### config.mk
export PLATFORM = sky130hd
export DESIGN_NAME = tdm_demux
export DESIGN_NICKNAME = d
export VERILOG_FILES = /design/src/rtl/tdm_demux.sv
export SDC_FILE = /design/constraint.sdc
export NUM_CORES = 1
export LEC_CHECK = 0
export ABC_CLOCK_PERIOD_IN_PS = 1900
export BUFFER_PORTS_ARGS = -buffer_cell sky130_fd_sc_hd__buf_2
export CORE_MARGIN = 1.5
export CORE_UTILIZATION = 51
export DETAILED_ROUTE_END_ITERATION = 6
export PLACE_DENSITY = 0.83
export SLEW_MARGIN = 40
export SYNTH_ARGS = -nofsm -noshare
export SYNTH_HDL_FRONTEND = slang
export SYNTH_SLANG_ARGS = --single-unit
### constraint.sdc
create_clock -name CLK -period 1.9 [get_ports CLK]
set_clock_uncertainty 0.15 [all_clocks]
set_input_delay 0.38 -clock CLK [delete_from_list [all_inputs] [get_ports CLK]]
set_output_delay 0.38 -clock CLK [all_outputs]
set_load 0.005 [all_outputs]
### src/rtl/tdm_demux.sv
// Time-division demultiplexer: locks onto the frame marker, collects N serial
// words into a shadow buffer and publishes each complete frame on Q with a strobe.
module tdm_demux #(
  parameter int N  = 4,
  parameter int W  = 8,
  parameter int CW = $clog2(N)
) (
  input  logic           CLK,
  input  logic           RST,
  input  logic [W-1:0]   DIN,
  input  logic           VLD,
  input  logic           SOF,
  output logic [N*W-1:0] Q,
  output logic           QVLD,
  output logic [CW-1:0]  CH,
  output logic           LOCK,
  output logic           ERR
);

  typedef enum logic [0:0] {
    HUNT = 1'b0,
    RUN  = 1'b1
  } state_e;

  localparam logic [CW-1:0] IDX_ZERO = CW'(0);
  localparam logic [CW-1:0] IDX_ONE  = CW'(1);
  localparam logic [CW-1:0] IDX_LAST = CW'(N - 1);

  state_e                   state_q, state_d;
  logic [CW-1:0]            idx_q, idx_d;
  logic [N-2:0][W-1:0]      shadow_q, shadow_d;
  logic [N*W-1:0]           q_q, q_d;
  logic                     qvld_q, qvld_d;
  logic                     err_q, err_d;
  logic                     lock_q, lock_d;

  // Next-state, shadow capture and frame publication.
  always_comb begin
    state_d  = state_q;
    idx_d    = idx_q;
    shadow_d = shadow_q;
    q_d      = q_q;
    qvld_d   = 1'b0;
    err_d    = err_q;

    if (VLD) begin
      case (state_q)
        HUNT: begin
          if (SOF) begin
            shadow_d[0] = DIN;
            idx_d       = IDX_ONE;
            state_d     = RUN;
          end else begin
            state_d = HUNT;
          end
        end
        RUN: begin
          if (SOF) begin
            // A marker anywhere but slot 0 abandons the partial frame.
            if (idx_q != IDX_ZERO) begin
              err_d = 1'b1;
            end else begin
              err_d = err_q;
            end
            shadow_d[0] = DIN;
            idx_d       = IDX_ONE;
          end else if (idx_q == IDX_ZERO) begin
            err_d   = 1'b1;
            state_d = HUNT;
          end else if (idx_q == IDX_LAST) begin
            q_d    = {DIN, shadow_q};
            qvld_d = 1'b1;
            idx_d  = IDX_ZERO;
          end else begin
            shadow_d[idx_q] = DIN;
            idx_d           = idx_q + IDX_ONE;
          end
        end
        default: begin
          state_d = HUNT;
          idx_d   = IDX_ZERO;
        end
      endcase
    end else begin
      state_d = state_q;
    end

    lock_d = (state_d == RUN);
  end

  // State register with synchronous reset taking priority over all inputs.
  always_ff @(posedge CLK) begin
    if (RST) begin
      state_q  <= HUNT;
      idx_q    <= IDX_ZERO;
      shadow_q <= '0;
      q_q      <= '0;
      qvld_q   <= 1'b0;
      err_q    <= 1'b0;
      lock_q   <= 1'b0;
    end else begin
      state_q  <= state_d;
      idx_q    <= idx_d;
      shadow_q <= shadow_d;
      q_q      <= q_d;
      qvld_q   <= qvld_d;
      err_q    <= err_d;
      lock_q   <= lock_d;
    end
  end

  assign Q    = q_q;
  assign QVLD = qvld_q;
  assign CH   = idx_q;
  assign LOCK = lock_q;
  assign ERR  = err_q;

endmodule

======== Word-level counts from Yosys, hierarchy flattened ========
Index checks and enable logic that the tools add are counted.
word-level totals
  logic and storage cells ................. 52
  input bits .............................. 12
  output and inout bits ................... 37
  bits in registers ....................... 61
cells by class
  magnitude comparators ................... 2
  reductions and logical operators ........ 10
  equality and inequality tests ........... 5
  add/sub/neg operators ................... 1
  muxes and demuxes ....................... 21
  bitwise gates (word level) .............. 5
operator list
  cell                                                               number
  two-way mux 8 bit                                                  5
  bitwise mux 24 bit                                                 1
  demux 8 bit (select 2 bit)                                         1
  case mux 8 bit (2 select lines)                                    1
  AND reduction 5 bit                                                2
  two-way mux 2 bit                                                  4
  AND reduction 4 bit                                                2
  two-way mux 1 bit                                                  7
  != test 3 bit, second input constant                               2
  inverter 1 bit                                                     5
  OR reduction 5 bit                                                 1
  case mux 2 bit (2 select lines)                                    1
  nonzero test 2 bit                                                 2
  < comparator 2 x 3 -> 1 bit, second input constant                 1
  AND reduction 3 bit                                                1
  adder 2 x 1 -> 2 bit, second input constant                        1
  == test 2 bit, second input constant                               1
  greater-or-equal comparator 2 x 1 -> 1 bit, second input constant  1
  zero test 2 bit                                                    1
  != test 2 x 1 -> 1 bit, second input constant                      1
  != test 2 bit, second input constant                               1
  case mux 1 bit (2 select lines)                                    1
  logical AND 1 bit                                                  1

======== Longest topological paths before layout ========
Gate-level depths: netlist (run 1).
  depth after elaboration ................. 9
  mapped depth ............................ 9
  depth with buffers taken out ............ 7

======== Least setup slack after synthesis (run 1) ========
No wires, ideal clock.
  path kind ............................... reg-to-reg
  start point ............................. register idx_q[0] (netlist: CH[0])
  end point ............................... register q_q[10] (netlist: Q[10])
  buffers on the path ..................... 2
  clock period less this slack ............ 1722 ps
  library setup time ...................... 70 ps
  data required time ...................... 1680 ps
  setup slack ............................. 178 ps
  arrival time ............................ 1502 ps
  cell stages (with the launch flop) ...... 10
  cell sequence ........................... dfxtp_1 inv_1 ha_1 inv_1 ha_1 and4_1 buf_2 buf_6 nand2_1 a21oi_1
between the ends
  longest elaborated chain between the ends .. 3
  elaborated cells between the ends (all ways) .. 4
  those cells by class .................... 1 x eq/ne; 1 x bitwise; 2 x reduce/logical
RTL lines
  element                          RTL line  RTL
  start, declared                  30        logic [CW-1:0] idx_q, idx_d;
  start signal, assigned           103       idx_q <= idx_d;
  zero test 2 bit                  67        end else if (idx_q == IDX_ZERO) begin
  inverter 1 bit (no line)         --
  AND reduction 5 bit (no line) *  --
  end signal, assigned             105       q_q <= q_d;
  end, declared                    32        logic [N*W-1:0] q_q, q_d;
Mark *: on every way between the ends. The rest lies on a longest branch, timed or not.
A chain may end at the register's enable or synchronous reset.

======== Worst setup path in the final report (run 1) ========
  start point ............................. register idx_q[1] (netlist: CH[1])
  end point ............................... register q_q[29] (netlist: Q[29])
Same word-level chain as after synthesis.

==> flow_metrics.env, run 1 <==
export IMPL_run_status="complete, no violations"
export IMPL_fin_setup_tns_ns=0
export IMPL_final_layout_size_suffix_gt1_frac=0.231
export IMPL_synth_cell_type_count=26
export IMPL_max_stage_delay_ns=0.37
export IMPL_start_kind="flip-flop"
export IMPL_p_leak_nw=1.21
export IMPL_pre_cts_ws_ns=0.0853
export IMPL_layout_common_cells="nand2_1, dfxtp_1, buf_2"
export IMPL_crit_required_ns=2.01
export IMPL_sw_frac_of_total=0.219
export IMPL_tightest_slew_ns=0.651
export IMPL_max_cap_violations=0
export IMPL_hold_viol=0
export IMPL_design_area_sq_mm=0.00284
export IMPL_cp_data_arrival_time_ns=1.88
export IMPL_p_switching_mw=0.552
export IMPL_cellPowerDensity_mw_per_mm2=888
export IMPL_nNetsFinal=338
export IMPL_wl_met3_um=238
export IMPL_crit_path_top_delay_cell="dfxtp_1"
export IMPL_finalSetupViolations=0
export IMPL_internal_power_mw=1.97
export IMPL_yosysSeqAreaShare=0.512
export IMPL_overflow=0
export IMPL_core_sq_mm=0.00441
export IMPL_fmax_mhz=563
export IMPL_final_antenna_net_count=0
export IMPL_dp_hpwl_um=3340
export IMPL_stdcell_count=377
export IMPL_min_path_type="input port to flip-flop"
export IMPL_slew_headroom=0.566
export IMPL_grt_antenna_before_repair=0
export IMPL_max_vdd_ir_drop_uv=529
export IMPL_syn_inst=271
export IMPL_drt_iter0_markers=154
export IMPL_fin_crit_sh=0.934
export IMPL_routedWlPerCell_um=12.9
export IMPL_grt_setup_unrepaired="true"
export IMPL_clock_latency_ns=0.33
export IMPL_cts_root_buf="clkbuf_8"
export IMPL_yosysWarnings=0
export IMPL_cts_buffers_inserted=9
export IMPL_cp_end_kind="flip-flop"
export IMPL_period_needed_ns=1.78
export IMPL_area_delta_synth_final_pct=18.8
export IMPL_die_w_um=71.4
export IMPL_synthArstFlopShare=0
export IMPL_worstPathMaxFanout=20
export IMPL_m1WireLength_um=2230
export IMPL_cts_sinks=61
export IMPL_drcViolationCount=0
export IMPL_met2WireLength_um=2330
export IMPL_setup_ws_ns=0.125
export IMPL_ys_ff_latch=61
export IMPL_grt_max_degree=45
export IMPL_place_congestion=0.784
export IMPL_grt_pass1_wl_um=8040
export IMPL_grt_util_all_layers=0.206
export IMPL_rows=24
export IMPL_die_h_um=71.4
export IMPL_ys_flop_type="dfxtp_1"
export IMPL_h_tree_depth=3
export IMPL_syn_area_sq_mm=0.00239
export IMPL_pwr_share_clk=0.441
export IMPL_wl_um=4870
export IMPL_pwr_share_comb=0.044
export IMPL_crit_family="buffers and inverters"
export IMPL_synth_edf_count=0
export IMPL_antenna_cells=0
export IMPL_criticalPathCategory="flip-flop to flip-flop"
export IMPL_layout_commonest_cell="nand2_1"
export IMPL_vias=1925
export IMPL_drt_vias_per_instance=5.11
export IMPL_place_inst=361
export IMPL_cts_tree="built"
export IMPL_initial_core_util=0.541
export IMPL_port_buffers=48
export IMPL_crit_buf_inv=3
export IMPL_path_clk_slew_ns=0.06
export IMPL_routed_top_layer="met4"
export IMPL_grt_pass1_vias=1789
export IMPL_syn_nets=289
export IMPL_ioPinCount=49
export IMPL_firstDrtPassIters=4
export IMPL_cts_setup_buffers=0
export IMPL_placement_cell_area_sq_mm=0.00264
export IMPL_drv_slew=0
export IMPL_pwr_share_seq=0.516
export IMPL_max_clock_path_buffers=2
export IMPL_syn_area_per_cell_sq_um=8.81
export IMPL_fp_dieArea_sq_mm=0.00510
export IMPL_crit_chain="inv_1 -> ha_1 -> inv_1 -> ha_1 -> and4_1 -> buf_6 -> nand2_1 -> a21oi_1"
logic make-up after synthesis:
| group | share of synthesized area |
|---|---|
| adder cells (fa/ha/maj) | 0.0314 |
| multiplexers | 0.0671 |
| flip-flops | 0.512 |
| buffers and inverters | 0.0566 |
| AND/OR/NAND/NOR | 0.232 |
| AO/OA/AOI/OAI | 0.102 |
path summary, 6_finish.rpt:
| check | start | slack (ns) | endpoint | depth (start not counted) |
|---|---|---|---|---|
| setup reg to reg | CH[1] | 0.12 | Q[29] | 8 |
| hold / removal | DIN[7] | 0.16 | Q[31] | 3 |
| hold reg to reg | Q[31] | 0.30 | Q[31] | 2 |
| setup / recovery | CH[1] | 0.12 | Q[29] | 8 |
synthesized netlist by cell type, types with 2 or more instances:
master / instances / area, sq um
nand2_1: 75 / 282
dfxtp_1: 61 / 1220
a21oi_1: 41 / 205
nand2b_1: 25 / 156
mux2i_1: 16 / 160
nand3_1: 9 / 45.0
buf_2: 6 / 30.0
ha_1: 6 / 75.1
buf_6: 5 / 56.3
clkbuf_1: 5 / 18.8
inv_1: 4 / 15.0
buf_1: 2 / 7.51
nand4_1: 2 / 12.5
nor2_1: 2 / 7.51
metal layers:
metal  vias to the layer above  GRT usage
li1                        985          -
met1                       881      0.253
met2                        53      0.322
met3                         6     0.0605
met4                         0      0.119
met5                         -          0
through the flow:
stage	utilization	total power, mW	hold WS, ns
2_1_floorplan	-	1.40	0.282
3_3_place_gp	0.598	1.44	0.288
3_5_place_dp	0.598	1.44	0.292
4_1_cts	0.641	2.55	0.141
5_1_grt	0.642	2.61	0.156
6_report	0.642	2.52	0.160
what timing repair did:
| action | in CTS | in global routing |
|---|---|---|
| resized for setup | 0 | 1 |
| hold buffers | 0 | 0 |
| endpoints found under the setup margin | 0 | 20 |
tightest hold or removal path, stage by stage:
cell     delay (ns)
buf_2          0.12
nand2_1        0.05
a21oi_1        0.05
final cells by class:
| type | count | area (sq um) |
|---|---|---|
| clock inverter | 5 | 50.0 |
| clock buffer | 11 | 141 |
| inverter | 4 | 15.0 |
| sequential | 61 | 1220 |
| tap | 52 | 65.1 |
| fill | 379 | 1580 |
| multi-input combinational | 187 | 1030 |
| timing repair buffer | 57 | 312 |
power groups by stage:
stage	Clock, mW	Sequential [mW]	Combinational, mW
2_1_floorplan	0	1.33	0.0705
3_3_place_gp	0	1.33	0.109
3_5_place_dp	0	1.33	0.110
4_1_cts	1.14	1.30	0.110
5_1_grt	1.19	1.30	0.123
6_report	1.11	1.30	0.110
sequential cells by signal, summed over array words and instances, names as in the netlist:
register / count
Q: 32
shadow_q: 24
CH: 2
ERR: 1
LOCK: 1
QVLD: 1
No activity file was read; power rests on OpenSTA's default activity.
==> inputs of run 2 (changes only) <==
RECOVER_POWER = 50   (was default)
==> run 2 against run 1 <==
Against the previous run:
- utilization shrank 0.37 points
- non-clock buffer count unchanged
- combinational power about the same
- critical path depth unchanged
- die area is the same
- clock power barely moved
- via count rose by 0.21%
- fmax is essentially flat
- final area fell by 0.57%
- sequential cell count unchanged
- cell count is the same
- sequential share of layout area increased by 0.25 points
- critical path type unchanged
- largest power group unchanged
==> flow_metrics.env, run 2 (synthesized netlist as in run 1, its figures left out) <==
export IMPL_wl_um=4910
export IMPL_min_path_cells=3
export IMPL_r2r_slack_ns=0.13
export IMPL_routedWlPerCell_um=13.0
export IMPL_layout_common_cells="nand2_1, dfxtp_1, a21oi_1"
export IMPL_cp_end_kind="flip-flop"
export IMPL_final_layout_size_suffix_gt1_frac=0.197
export IMPL_slew_headroom=0.510
export IMPL_die_h_um=71.4
export IMPL_fmax_mhz=564
export IMPL_initial_core_util=0.541
export IMPL_fp_dieArea_sq_mm=0.00510
export IMPL_run_status="complete, no violations"
export IMPL_path_clk_slew_ns=0.06
export IMPL_cts_sinks=61
export IMPL_pwr_share_comb=0.043
export IMPL_min_from="DIN[7]"
export IMPL_place_congestion=0.784
export IMPL_finalSetupViolations=0
export IMPL_overflow=0
export IMPL_rr_endpoint="Q[29]"
export IMPL_nNetsFinal=338
export IMPL_clock_latency_ns=0.33
export IMPL_p_leak_nw=1.16
export IMPL_drt_iter0_markers=166
export IMPL_grt_max_degree=45
export IMPL_grt_pass1_wl_um=8040
export IMPL_design_area_sq_mm=0.00282
export IMPL_num_fill_cells=382
export IMPL_cts_root_buf="clkbuf_8"
export IMPL_placement_cell_area_sq_mm=0.00264
export IMPL_layout_commonest_cell="nand2_1"
export IMPL_start_kind="flip-flop"
export IMPL_reg2reg_depth=8
export IMPL_worstPathMaxFanout=20
export IMPL_crit_required_ns=2.01
export IMPL_die_w_um=71.4
export IMPL_cts_tree="built"
export IMPL_largest_register_ff_count=32
export IMPL_rows=24
export IMPL_period_needed_ns=1.77
export IMPL_cp_data_arrival_time_ns=1.88
export IMPL_pwr_share_clk=0.442
export IMPL_finalPower_mw=2.52
export IMPL_min_path_type="input port to flip-flop"
export IMPL_grt_setup_unrepaired="true"
export IMPL_max_cap_violations=0
export IMPL_grt_util_all_layers=0.206
export IMPL_drcViolationCount=0
export IMPL_tightest_slew_ns=0.735
export IMPL_cts_hold_buf=0
export IMPL_internal_power_mw=1.97
export IMPL_max_vdd_ir_drop_uv=528
export IMPL_pre_cts_ws_ns=0.0853
export IMPL_port_buffers=48
export IMPL_criticalPathCategory="flip-flop to flip-flop"
export IMPL_h_tree_depth=3
export IMPL_pwr_share_seq=0.515
export IMPL_ioPinCount=49
export IMPL_area_delta_synth_final_pct=18.1
export IMPL_vias=1929
export IMPL_max_clock_path_buffers=2
export IMPL_fin_crit_sh=0.934
export IMPL_drv_slew=0
export IMPL_startpoint="CH[1]"
export IMPL_final_antenna_net_count=0
export IMPL_hold_viol=0
export IMPL_p_switching_mw=0.557
export IMPL_firstDrtPassIters=4
export IMPL_drt_vias_per_instance=5.12
export IMPL_grt_antenna_before_repair=0
export IMPL_grt_pass1_vias=1789
export IMPL_core_sq_mm=0.00441
export IMPL_cts_buffers_inserted=9
export IMPL_sw_frac_of_total=0.221
export IMPL_cellPowerDensity_mw_per_mm2=895
export IMPL_regToRegStartpoint="CH[1]"
export IMPL_min_to="Q[31]"
export IMPL_dp_hpwl_um=3340
export IMPL_setup_ws_ns=0.126
export IMPL_antenna_cells=0
## run 2: routing by layer
layer	GRT usage	part of all wire	up-vias
met5	0	0	-
met4	0.119	0.018	0
met3	0.0605	0.057	7
met2	0.322	0.47	51
met1	0.253	0.45	887
li1	-	-	984
## run 2: area by class of cell
class | instances | area [sq um] | share of cell area
tap | 52 | 65.1 | 0.0231
multi-input combinational | 187 | 1030 | 0.366
inverter | 4 | 15.0 | 0.00533
clock buffer | 11 | 141 | 0.0502
clock inverter | 5 | 50.0 | 0.0178
timing repair buffer | 57 | 295 | 0.105
sequential | 61 | 1220 | 0.433
## run 2: how the worst max path moves through the flow
stage,slack (ns),to,depth (start not counted)
final,0.13,Q[29],8
after global routing,-0.02,Q[25],8
after CTS,0.08,Q[29],8
after detailed placement,0.09,Q[29],8
after global placement,0.17,Q[28],7
after floorplan,0.18,Q[10],9
## run 2: timing repair
| item | in CTS | in global routing |
|---|---|---|
| setup endpoints to repair | 0 | 20 |
| setup buffers | 0 | 0 |
| endpoints found under the hold margin | 0 | 0 |
| resized for setup | 0 | 1 |
## run 2: per-stage QoR
| stage | setup TNS (ns) | std cells | utilization | hold WS [ns] |
|---|---|---|---|---|
| final | 0 | 377 | 0.639 | 0.156 |
| after global routing | -0.0558 | 377 | 0.639 | 0.156 |
| after CTS | 0 | 377 | 0.641 | 0.141 |
| after detailed placement | 0 | 361 | 0.598 | 0.292 |
| after global placement | 0 | 361 | 0.598 | 0.288 |
| after floorplan | 0 | 271 | - | 0.282 |
## run 2: power groups by stage
stage | sequential [mW] | clock (mW) | combinational, mW
2_1_floorplan | 1.33 | 0 | 0.0705
6_report | 1.30 | 1.11 | 0.109
3_3_place_gp | 1.33 | 0 | 0.109
4_1_cts | 1.30 | 1.14 | 0.110
5_1_grt | 1.30 | 1.19 | 0.122
3_5_place_dp | 1.33 | 0 | 0.110
## run 2: worst max-delay path: stages, from the launching register on
cell and delay [ns]:
dfxtp_1 0.37, inv_1 0.11, ha_1 0.23, inv_1 0.07, ha_1 0.15, and4_1 0.23, buf_6 0.20, nand2_1 0.07
a21oi_1 0.13
==> inputs of run 3 (changes only) <==
CORE_UTILIZATION = 53   (was 51)
MAX_ROUTING_LAYER = met4   (was default)
PLACE_DENSITY = 0.86   (was 0.83)
==> run 3 against run 2 <==
Against the previous run:
- die area fell by 3.6%
- sequential power barely moved
- via count grew 1.6%
- cell count unchanged
- final area rose by 1.6%
- sequential cell count did not move
- sequential share of layout area down 0.70 points
- critical path depth stayed put
- hold slack gained 0.0079 ns
- non-clock buffer count is the same
==> flow_metrics.env, run 3 (synthesized netlist as in run 1, its figures left out) <==
export IMPL_cts_setup_buffers=0
export IMPL_drcViolationCount=0
export IMPL_tightest_slew_ns=0.387
export IMPL_antenna_cells=0
export IMPL_drt_vias_per_instance=5.20
export IMPL_num_fill_cells=341
export IMPL_die_h_um=70.1
export IMPL_criticalPathCategory="flip-flop to flip-flop"
export IMPL_layout_common_cells="nand2_1, dfxtp_1, buf_2"
export IMPL_cp_end_kind="flip-flop"
export IMPL_wl_um=4820
export IMPL_layout_commonest_cell="nand2_1"
export IMPL_final_antenna_net_count=0
export IMPL_finalPower_mw=2.70
export IMPL_nNetsFinal=338
export IMPL_path_clk_slew_ns=0.06
export IMPL_cts_root_buf="clkbuf_8"
export IMPL_start_kind="flip-flop"
export IMPL_overflow=0
export IMPL_cp_data_arrival_time_ns=1.82
export IMPL_hold_viol=0
export IMPL_final_util=0.658
export IMPL_finalSetupViolations=0
export IMPL_die_w_um=70.1
export IMPL_max_cap_violations=0
export IMPL_worstPathMaxFanout=21
export IMPL_core_sq_mm=0.00435
export IMPL_fin_setup_tns_ns=0
export IMPL_initial_core_util=0.548
export IMPL_grt_antenna_before_repair=0
export IMPL_crit_required_ns=2.01
export IMPL_grt_pass1_wl_um=8220
export IMPL_vias=1959
export IMPL_seqCellArea_sq_mm=0.00122
export IMPL_clock_latency_ns=0.34
export IMPL_h_tree_depth=3
export IMPL_cellPowerDensity_mw_per_mm2=943
export IMPL_fin_crit_sh=0.901
export IMPL_period_needed_ns=1.71
export IMPL_area_delta_synth_final_pct=20.0
export IMPL_ioPinCount=49
export IMPL_port_buffers=48
export IMPL_cts_sinks=61
export IMPL_place_congestion=0.813
export IMPL_dp_hpwl_um=3260
export IMPL_slew_headroom=0.742
export IMPL_grt_setup_unrepaired="false"
export IMPL_holdWs_ns=0.164
export IMPL_p_leak_nw=1.20
export IMPL_cts_buffers_inserted=9
export IMPL_routedWlPerCell_um=12.8
export IMPL_largest_register_ff_count=32
export IMPL_fmax_mhz=584
export IMPL_firstDrtPassIters=4
export IMPL_min_path_type="input port to flip-flop"
export IMPL_max_vdd_ir_drop_uv=567
export IMPL_max_clock_path_buffers=2
export IMPL_drt_iter0_markers=140
export IMPL_cts_tree="built"
export IMPL_grt_pass1_vias=1853
export IMPL_fp_dieArea_sq_mm=0.00492
export IMPL_run_status="complete, no violations"
export IMPL_grt_max_degree=46
export IMPL_multi_input_area_sq_mm=0.00103
export IMPL_grt_util_all_layers=0.218
export IMPL_rows=24
export IMPL_final_layout_size_suffix_gt1_frac=0.209
export IMPL_drv_slew=0
-- run 3: what timing repair did --
action	in CTS	in global routing
hold buffers	0	0
gates resized for setup	0	1
endpoints found under the setup margin	0	9
-- run 3: final cells by class --
type	instances	share of cell area
flip-flops and latches	61	0.426
well taps	52	0.0227
clock buffers	12	0.0541
clock inverters	4	0.0245
repair buffers	57	0.107
multi-input cells	187	0.360
inverters	4	0.00524
-- run 3: metrics by stage --
step | std cells | setup WS [ns] | instance area, sq um
final | 377 | 0.188 | 2870
after global routing | 377 | 0.0224 | 2870
after CTS | 377 | 0.164 | 2880
after detailed placement | 361 | 0.176 | 2650
after global placement | 361 | 0.218 | 2650
after floorplan | 271 | 0.178 | 2390
-- run 3: report_power, final --
part	switching (mW)	internal (mW)
clock network	0.489	0.806
registers	0.00815	1.29
logic	0.0669	0.0424
total	0.564	2.14
-- run 3: final timing paths --
| path | slack (ns) | start | to | cells past startpoint |
|---|---|---|---|---|
| setup / recovery | 0.19 | CH[0] | Q[19] | 8 |
| hold / removal | 0.16 | DIN[6] | Q[30] | 3 |
| setup reg to reg | 0.19 | CH[0] | Q[19] | 8 |
| hold reg to reg | 0.30 | Q[31] | Q[31] | 2 |
-- run 3: critical path, stage by stage (launching register included) --
cell and delay [ns]:
dfxtp_1 0.33, inv_1 0.08, ha_1 0.24, inv_1 0.07, ha_1 0.14, and4_1 0.22, buf_6 0.19, nand2_1 0.07
a21oi_1 0.14
-- run 3: routing by layer --
| layer | routed length, um | track usage | share of wire |
|---|---|---|---|
| met1 | 2220 | 0.269 | 0.46 |
| met2 | 2270 | 0.332 | 0.47 |
| met3 | 213 | 0.0491 | 0.044 |
| met4 | 119 | 0.122 | 0.025 |
| met5 | 0 | - | 0 |
